`src/rtl/dmem_port_arbiter.sv`:
```
// rtl/dmem_port_arbiter.sv - registered two-requester arbiter for the shared data-memory port
//
// Purpose:
//   Shares one valid/ready data-memory port between the core MEM stage and the
//   IO loader. The winner's command is latched and held on the memory port until
//   mem_ready or the watchdog expires. Completion is then reported with a
//   one-cycle done pulse that carries the read data.
//
// Optional feature:
//   DMEM_ARB_ROUND_ROBIN_EN - alternate winners on simultaneous requests.
//   When it is undefined, the core has fixed priority over IO.
//
// Ports:
//   clk, rstn                     clock, asynchronous active-low reset
//   core_read/write/addr/wdata    core request (held until core_done)
//   core_rdata, core_done         core completion (rdata valid with done)
//   io_read/write/addr/wdata      IO loader request
//   io_rdata, io_done             IO completion
//   mem_valid/rw/addr/wdata       latched command to memory
//   mem_rdata, mem_ready          memory response
//   timeout_err                   sticky watchdog flag
//   grant_io                      IO owns the port (debug)

module dmem_port_arbiter #(
    parameter int                ADDR_W         = 32,
    parameter int                DATA_W         = 32,
    parameter int                TIMEOUT_CYCLES = 1024,
    parameter logic [DATA_W-1:0] TIMEOUT_DATA   = 32'hDEADBEEF
) (
    input  logic              clk,
    input  logic              rstn,
    input  logic              core_read,
    input  logic              core_write,
    input  logic [ADDR_W-1:0] core_addr,
    input  logic [DATA_W-1:0] core_wdata,
    output logic [DATA_W-1:0] core_rdata,
    output logic              core_done,
    input  logic              io_read,
    input  logic              io_write,
    input  logic [ADDR_W-1:0] io_addr,
    input  logic [DATA_W-1:0] io_wdata,
    output logic [DATA_W-1:0] io_rdata,
    output logic              io_done,
    output logic              mem_valid,
    output logic              mem_rw,
    output logic [ADDR_W-1:0] mem_addr,
    output logic [DATA_W-1:0] mem_wdata,
    input  logic [DATA_W-1:0] mem_rdata,
    input  logic              mem_ready,
    output logic              timeout_err,
    output logic              grant_io
);

    // The counter only has to reach TIMEOUT_CYCLES-1, so clog2 bits are enough.
    localparam int              CNT_W     = $clog2(TIMEOUT_CYCLES);
    localparam logic [CNT_W-1:0] WDOG_LAST = CNT_W'(TIMEOUT_CYCLES - 1);

    typedef enum logic [2:0] {
        S_IDLE,
        S_BUSY_CORE,
        S_BUSY_IO,
        S_DONE_CORE,
        S_DONE_IO
    } state_t;

    state_t            state_q, state_d;
    logic              rw_q, rw_d;
    logic [ADDR_W-1:0] addr_q, addr_d;
    logic [DATA_W-1:0] wdata_q, wdata_d;
    logic [DATA_W-1:0] rdata_q, rdata_d;
    logic [CNT_W-1:0]  wdog_q, wdog_d;
    logic              err_q, err_d;
    logic              core_req, io_req, pick_io;

    assign core_req = core_read | core_write;
    assign io_req   = io_read | io_write;

`ifdef DMEM_ARB_ROUND_ROBIN_EN
    // Tracks the winner of the last contested arbitration only. Uncontested
    // grants leave it alone. The reset value 0 means "IO won last", so the
    // core takes the first tie.
    logic last_tie_core_q, last_tie_core_d;

    assign pick_io = io_req & (~core_req | last_tie_core_q);

    always_comb begin
        last_tie_core_d = last_tie_core_q;
        if (state_q == S_IDLE && core_req && io_req) begin
            last_tie_core_d = ~pick_io;
        end
    end

    always_ff @(posedge clk or negedge rstn) begin
        if (!rstn) begin
            last_tie_core_q <= 1'b0;
        end else begin
            last_tie_core_q <= last_tie_core_d;
        end
    end
`else
    assign pick_io = io_req & ~core_req;
`endif

    always_comb begin
        state_d = state_q;
        rw_d    = rw_q;
        addr_d  = addr_q;
        wdata_d = wdata_q;
        rdata_d = rdata_q;
        wdog_d  = wdog_q;
        err_d   = err_q;
        case (state_q)
            S_IDLE: begin
                if (core_req || io_req) begin
                    // A write wins over a read when both are asserted.
                    rw_d    = pick_io ? io_write : core_write;
                    addr_d  = pick_io ? io_addr  : core_addr;
                    wdata_d = pick_io ? io_wdata : core_wdata;
                    wdog_d  = '0;
                    state_d = pick_io ? S_BUSY_IO : S_BUSY_CORE;
                end
            end
            S_BUSY_CORE, S_BUSY_IO: begin
                // If mem_ready arrives on the last watchdog cycle, it still wins.
                if (mem_ready) begin
                    rdata_d = rw_q ? '0 : mem_rdata;
                    state_d = (state_q == S_BUSY_IO) ? S_DONE_IO : S_DONE_CORE;
                end else if (wdog_q == WDOG_LAST) begin
                    err_d   = 1'b1;
                    rdata_d = TIMEOUT_DATA;
                    state_d = (state_q == S_BUSY_IO) ? S_DONE_IO : S_DONE_CORE;
                end else begin
                    wdog_d = wdog_q + CNT_W'(1);
                end
            end
            S_DONE_CORE, S_DONE_IO: begin
                state_d = S_IDLE;
            end
            default: begin
                state_d = S_IDLE;
            end
        endcase
    end

    always_ff @(posedge clk or negedge rstn) begin
        if (!rstn) begin
            state_q <= S_IDLE;
            rw_q    <= 1'b0;
            addr_q  <= '0;
            wdata_q <= '0;
            rdata_q <= '0;
            wdog_q  <= '0;
            err_q   <= 1'b0;
        end else begin
            state_q <= state_d;
            rw_q    <= rw_d;
            addr_q  <= addr_d;
            wdata_q <= wdata_d;
            rdata_q <= rdata_d;
            wdog_q  <= wdog_d;
            err_q   <= err_d;
        end
    end

    assign mem_valid   = (state_q == S_BUSY_CORE) || (state_q == S_BUSY_IO);
    assign mem_rw      = rw_q;
    assign mem_addr    = addr_q;
    assign mem_wdata   = wdata_q;
    assign core_done   = (state_q == S_DONE_CORE);
    assign io_done     = (state_q == S_DONE_IO);
    assign core_rdata  = core_done ? rdata_q : '0;
    assign io_rdata    = io_done ? rdata_q : '0;
    assign grant_io    = (state_q == S_BUSY_IO) || (state_q == S_DONE_IO);
    assign timeout_err = err_q;

endmodule

```
`config.mk`:
```
export PLATFORM = sky130hd
export DESIGN_NAME = dmem_port_arbiter
export DESIGN_NICKNAME = d
export VERILOG_FILES = /design/src/rtl/dmem_port_arbiter.sv
export SDC_FILE = /design/constraint.sdc
export NUM_CORES = 1
export LEC_CHECK = 0
export CORE_AREA = 2 2 122 124
export DETAILED_ROUTE_END_ITERATION = 12
export DIE_AREA = 0 0 124 126
export GPL_TIMING_DRIVEN = 1
export PLACE_DENSITY = 0.79
export SYNTH_ARGS = -nofsm -noshare
export SYNTH_HDL_FRONTEND = slang
export SYNTH_SLANG_ARGS = --single-unit
```
`constraint.sdc`:
```
create_clock -name clk -period 2.2 [get_ports clk]
set_clock_uncertainty 0.15 [all_clocks]
set_input_delay 0.33 -clock clk [delete_from_list [all_inputs] [get_ports clk]]
set_output_delay 0.33 -clock clk [all_outputs]
set_load 0.01 [all_outputs]
```
[Word level (Yosys, flattened, before mapping)]
Index checks and enable logic that the tools add are counted.
Storage, ports and cells
  bits in latches: 0
  output and inout bits: 134
  memories kept: 0
  register bits: 111
  bits of input ports: 167
  RAM bits: 0
  ROM bits: 0
Cells by class
  shifts and indexed selects: 0
  $lt $le $gt $ge: 0
  bitwise operators: 5
  add/subtract/negate cells: 1
  muxes and demuxes: 18
  equal/unequal tests: 9
  reductions and logical operators: 12
  divide/modulo/power cells: 0
  multipliers: 0
Operator list (count)
  two-way mux 32 bit: 7
  two-way mux 10 bit: 3
  one-hot mux 10 bit (2 select lines): 1
  two-way mux 3 bit: 4
  adder 10 x 1 -> 10 bit, second input constant: 1
  equality test 10 bit, second input constant: 1
  equality test 3 x 2 -> 1 bit, second input constant: 2
  != test 2 bit, second input constant: 3
  one-hot mux 3 bit (2 select lines): 1
  AND reduction 2 bit: 3
  AND reduction 4 bit: 1
  nonzero test 2 bit: 2
  equality test 3 x 1 -> 1 bit, second input constant: 1
  equality test 3 bit, second input constant: 1
  zero test 3 bit: 1
  logical OR 1 bit: 3
  != test 3 bit, second input constant: 1
  AND reduction 3 bit: 1
  two-way mux 2 bit: 1
  inverter 1 bit: 2
  bitwise OR 1 bit: 2
  OR reduction 2 bit: 1
  bitwise AND 1 bit: 1
  two-way mux 1 bit: 1

[Longest topological paths before layout]
  depth after elaboration: 6
  depth in mapped cells: 7

[Worst setup path before layout]
Ideal clock, no wire load.
  kind: register -> register
  start point: reg wdog_q[0]
  end point: reg rdata_q[28]
  cell stages (with the launch flop): 8
  slack: 0.209 ns
  required time: 1.924 ns
  period minus slack after synthesis: 1.991 ns
  setup time: 0.126 ns
  data arrival time: 1.716 ns
  cell sequence: dfrtp_1 > ha_1 > and3_1 > buf_2 > a41oi_1 > nand2b_1 > buf_2 > a221o_1
Between the ends
  word-level cells in the longest chain between the ends: 3
RTL lines
  start, declared: RTL line 71  | logic [CNT_W-1:0] wdog_q, wdog_d;
  start signal, assigned: RTL line 160  | wdog_q <= wdog_d;
  equality test 10 bit: RTL line 128  | end else if (wdog_q == WDOG_LAST) begin
  nonzero test 2 bit (no line)
  AND reduction 2 bit (no line)
  end signal, assigned: RTL line 159  | rdata_q <= rdata_d;
  end, declared: RTL line 70  | logic [DATA_W-1:0] rdata_q, rdata_d;
No other way between the ends.
A chain may end at the register's enable or synchronous reset.

[Worst setup path in the final report]
  start point: reg state_q[1]
  end point: out core_rdata[28]
Between the ends
  word-level cells in the longest chain between the ends: 2
RTL lines
  start, declared: RTL line 66  | state_t state_q, state_d;
  start signal, assigned: RTL line 155  | state_q <= state_d;
  equality test 3 x 2 -> 1 bit: RTL line 169  | assign core_done = (state_q == S_DONE_CORE);
  two-way mux 32 bit: RTL line 171  | assign core_rdata = core_done ? rdata_q : '0;
  end, declared: RTL line 36  | output logic [DATA_W-1:0] core_rdata,
No other way between the ends.

==> results.rst <==
.. list-table::
   :header-rows: 1

   * - Metric
     - Value
   * - Placeable core region
     - 0.01431 mm^2
   * - Number of flip-flops and latches in the synthesized netlist
     - 111
   * - CTS tree
     - done
   * - Number of antenna violations at the first check in global routing
     - 0
   * - CTS root buf
     - sky130_fd_sc_hd__clkbuf_16
   * - Average wire per standard cell
     - 16.47 um
   * - Chip height
     - 126 um
   * - Clock slew at reported path FFs
     - 0.07 ns
   * - Least-Margin Pin Slew
     - 0.6313 ns
   * - Worst r2r dst
     - mem_wdata[23]
   * - Global-route wire length before repair
     - 26.82 mm
   * - Sequential element share of the synthesized area
     - 50.87%
   * - Detailed Route Iter0 Violations
     - 220
   * - Final GP Congestion
     - 0.8509
   * - Normalized max-slew margin
     - 57.91%
   * - Total number of vias
     - 5194
   * - Die span in x
     - 124 um
   * - Grt peak-use layer
     - met2
   * - Highest achievable clock rate
     - 0.4707 GHz
   * - Parity-gate share of the synthesized area counting xor and xnor cells
     - 0.4583%
   * - Met1 Use GR
     - 25.67%
   * - Row count
     - 44
   * - CP max FO
     - 33
   * - Worst r2r path cells
     - 5
   * - Router iterations before antenna repair
     - 4
   * - Sequential standard cell area
     - 0.002779 mm^2
   * - Clk buf depth
     - 2
   * - Commonest cells after routing, fill and taps aside
     - 231 x sky130_fd_sc_hd__clkdlybuf4s50_1, 110 x sky130_fd_sc_hd__dfrtp_1, 67 x sky130_fd_sc_hd__nand2_1, 67 x sky130_fd_sc_hd__dlygate4sd2_1, 64 x sky130_fd_sc_hd__mux2i_1
   * - Peak supply drop
     - 0.0005104 V
   * - Count of warnings emitted by yosys
     - 0
   * - Global routing usage on met3
     - 4.937%
   * - Min Hold Slack
     - 0.3284 ns
   * - Average size of a mapped cell
     - 10.40 um^2
   * - Pin count of the biggest net entering global routing
     - 112
   * - Net Count, Synth
     - 693
   * - Overall track demand over capacity in global routing
     - 21.90%
   * - Avg Vias per Cell
     - 5.057
   * - Post-synthesis instance area
     - 0.005460 mm^2
   * - Leading cell type in the layout, fill and taps excluded
     - sky130_fd_sc_hd__clkdlybuf4s50_1
   * - Antenna-violating nets left
     - 0
   * - Compound-gate portion of the synthesized area
     - 14.89%
   * - Number of setup violations in the final report
     - 0
   * - Clock Latency Late Sink
     - 0.34 ns
   * - Power density cells
     - 1119 mW/mm^2
   * - Leakage power
     - 4.284 nW
   * - Type of the worst setup path
     - reg2out
   * - Number of global-route vias before repair
     - 5152
   * - Diodes inserted
     - 0
   * - Path length in cells of the critical path
     - 4
   * - Area share of fa/ha/maj cells after synthesis
     - 0.4354%
   * - Count of fill cells added during filler insertion
     - 1178
   * - Net total in the final layout
     - 1006
   * - Setup total negative slack
     - 0 ns
   * - Maximum level of the CTS H-tree
     - 3
   * - Post-detailed-routing wire length
     - 16.92 mm
   * - Met2 track demand over resource in global routing
     - 39.66%
   * - Mux share of post-synthesis cell area
     - 11.73%
   * - Total half-perimeter wirelength after legalization and detailed placement
     - 13.05 mm
   * - Cell type group with the largest total delay on the critical path
     - buffers and inverters
   * - Termination of the worst setup path
     - core_rdata[28]
   * - Reg2reg start
     - state_q[1]
   * - Startpoint type of the worst setup path
     - flip-flop
   * - Number of buffers created by CTS
     - 9
   * - Die ar.
     - 0.01562 mm^2
   * - Largest family of logic cells by synthesized area
     - simple AND/OR/NAND/NOR gates
   * - Slowest stage cell on the critical path
     - sky130_fd_sc_hd__dfrtp_2
   * - Max Transition Viols Final
     - 0
   * - Buffers and inverters on the worst path
     - 2
   * - Required time worst endpoint
     - 1.72 ns
   * - Post-Place Cells
     - 1008
   * - Setup repair after global routing missed its margin
     - false
   * - Clock Sinks
     - 111
   * - Tcrit/Tclk final
     - 96.57%
   * - Footprint of the multi-input gates
     - 0.002464 mm^2
   * - Outcome
     - finished clean
   * - Reg2Reg Setup Slack
     - 0.09 ns
   * - Endpoint type of the worst setup path
     - output pin
   * - Count of different cell masters after synthesis
     - 48
   * - Port Buf Inserts
     - 300
   * - Count of mapped cells out of synthesis
     - 525
   * - Ratio of cells with drive above 1 in the final layout
     - 9.015%
   * - Arrival @ worst endpoint
     - 1.64 ns
   * - Classification of the worst-slack hold path
     - reg2reg
   * - Critical path launch point
     - state_q[1]
   * - Number of top-level design ports
     - 301
   * - Peak per-stage delay on the critical path
     - 0.44 ns
   * - DR DRC count
     - 0
   * - Maximum capacitance violations
     - 0
   * - Starting density of the core
     - 38.15%
   * - Synth-to-Final Area Change
     - 67.94%
   * - Global route overflow
     - 0
   * - Post-synthesis simple-gate area fraction
     - 17.09%
   * - Tmin final
     - 2.124 ns
   * - Number of hold-slack violations in the final timing report
     - 0
   * - Critical path cell sequence
     - and3b_2 > buf_12 > and2_1 > dlygate4sd2_1
   * - Number of standard cells in the final layout excluding fillers
     - 1027
final cells by class:
| class | instances | share of cell area, % |
|---|---|---|
| Clock buffer | 13 | 2.947 |
| Clock inverter | 3 | 0.2729 |
| Inverter | 6 | 0.2456 |
| Multi-Input combinational cell | 363 | 26.87 |
| Sequential cell | 111 | 30.30 |
| Tap cell | 184 | 2.511 |
| Timing Repair Buffer | 347 | 36.85 |
through the flow:
stage	setup slack, ns	power [mW]	util (%)	cell area [um^2]
floorplan	0.2085	5.882	-	5460
global placement	-0.05982	8.577	62.35	8925
detailed placement	-0.08063	8.800	62.35	8925
CTS	0.001891	10.37	64.02	9164
global route	0.007786	10.98	64.06	9170
finish	0.07552	10.27	64.06	9170
cells by family after synthesis:
| logic type | Yosys count |
|---|---|
| AO/OA/AOI/OAI | 122 |
| XOR/XNOR | 2 |
| adder cells (fa/ha/maj) | 2 |
| buffers and inverters | 51 |
| flip-flops | 111 |
| multiplexers | 64 |
| AND/OR/NAND/NOR | 173 |
worst min-delay path by stage:
stage                     cells after the start  slack (ns)            to    startpoint
after floorplan                               0       -0.12   mem_addr[0]          rstn
after global placement                        2        0.30   rdata_q[28]          rstn
after detailed placement                      2        0.31   rdata_q[28]          rstn
after CTS                                     1        0.33   timeout_err   timeout_err
after global routing                          2        0.36  mem_addr[29]  mem_addr[29]
final                                         1        0.33   timeout_err   timeout_err
cell usage after synthesis, drive strengths merged:
library cell | instances | area share [%]
mux2i | 64 | 12
or2 | 3 | 0.39
nor3b | 2 | 0.37
a21oi | 1 | 0.092
and3 | 35 | 4.0
a311oi | 1 | 0.16
a22o | 8 | 1.3
o2bb2ai | 1 | 0.16
maj3 | 1 | 0.21
buf | 20 | 2.4
nor4b | 1 | 0.16
or3 | 1 | 0.11
clkbuf | 25 | 1.7
a221o | 24 | 4.4
a2111oi | 1 | 0.16
nor2 | 3 | 0.21
a211o | 2 | 0.32
nor2b | 1 | 0.11
or4 | 1 | 0.14
inv | 6 | 0.41
nand3b | 1 | 0.14
nand2 | 67 | 4.6
nor4 | 2 | 0.50
nor3 | 10 | 1.0
o311ai | 1 | 0.16
nand2b | 2 | 0.23
and4 | 3 | 0.48
o22ai | 3 | 0.34
and3b | 1 | 0.16
xnor2 | 2 | 0.46
a41oi | 1 | 0.16
and2 | 33 | 3.8
dfrtp | 111 | 51
a211oi | 3 | 0.41
o31ai | 6 | 0.82
ha | 1 | 0.23
o21ai | 70 | 6.4
nand3 | 5 | 0.46
nand4 | 2 | 0.23
metal layers:
layer | vias to the layer above | part of all wire [%]
met3 | 14 | 8.3
met5 | - | 0
met1 | 2448 | 39
li1 | 2519 | -
met2 | 213 | 52
met4 | 0 | 1.3
where the power goes:
part | switching [mW] | internal [mW] | leakage [nW]
combinational | 2.45 | 2.71 | 2.74
sequential | 0.577 | 2.93 | 1.40
clock | 0.737 | 0.870 | 0.142
total | 3.76 | 6.50 | 4.28
worst register-to-register path: stages (launching register included):
cell                      delay, ns
sky130_fd_sc_hd__dfrtp_2       0.44
sky130_fd_sc_hd__buf_4         0.15
sky130_fd_sc_hd__buf_4         0.13
sky130_fd_sc_hd__or4_4         0.66
sky130_fd_sc_hd__buf_4         0.24
sky130_fd_sc_hd__o21ai_0       0.24
flip-flops by register name (all words and copies together) (netlist names):
signal       cells
wdog_q          10
mem_wdata       32
state_q          3
timeout_err      1
mem_addr        32
mem_rw           1
rdata_q         32
timing repair:
item | in CTS | in global routing
pin swaps | 0 | 0
gates resized for setup | 73 | 2
setup endpoints to repair | 68 | 4
setup buffers | 1 | 1
hold buffers | 1 | 0
hold endpoints to repair | 111 | 0
Power figures use the tool's default switching activity.
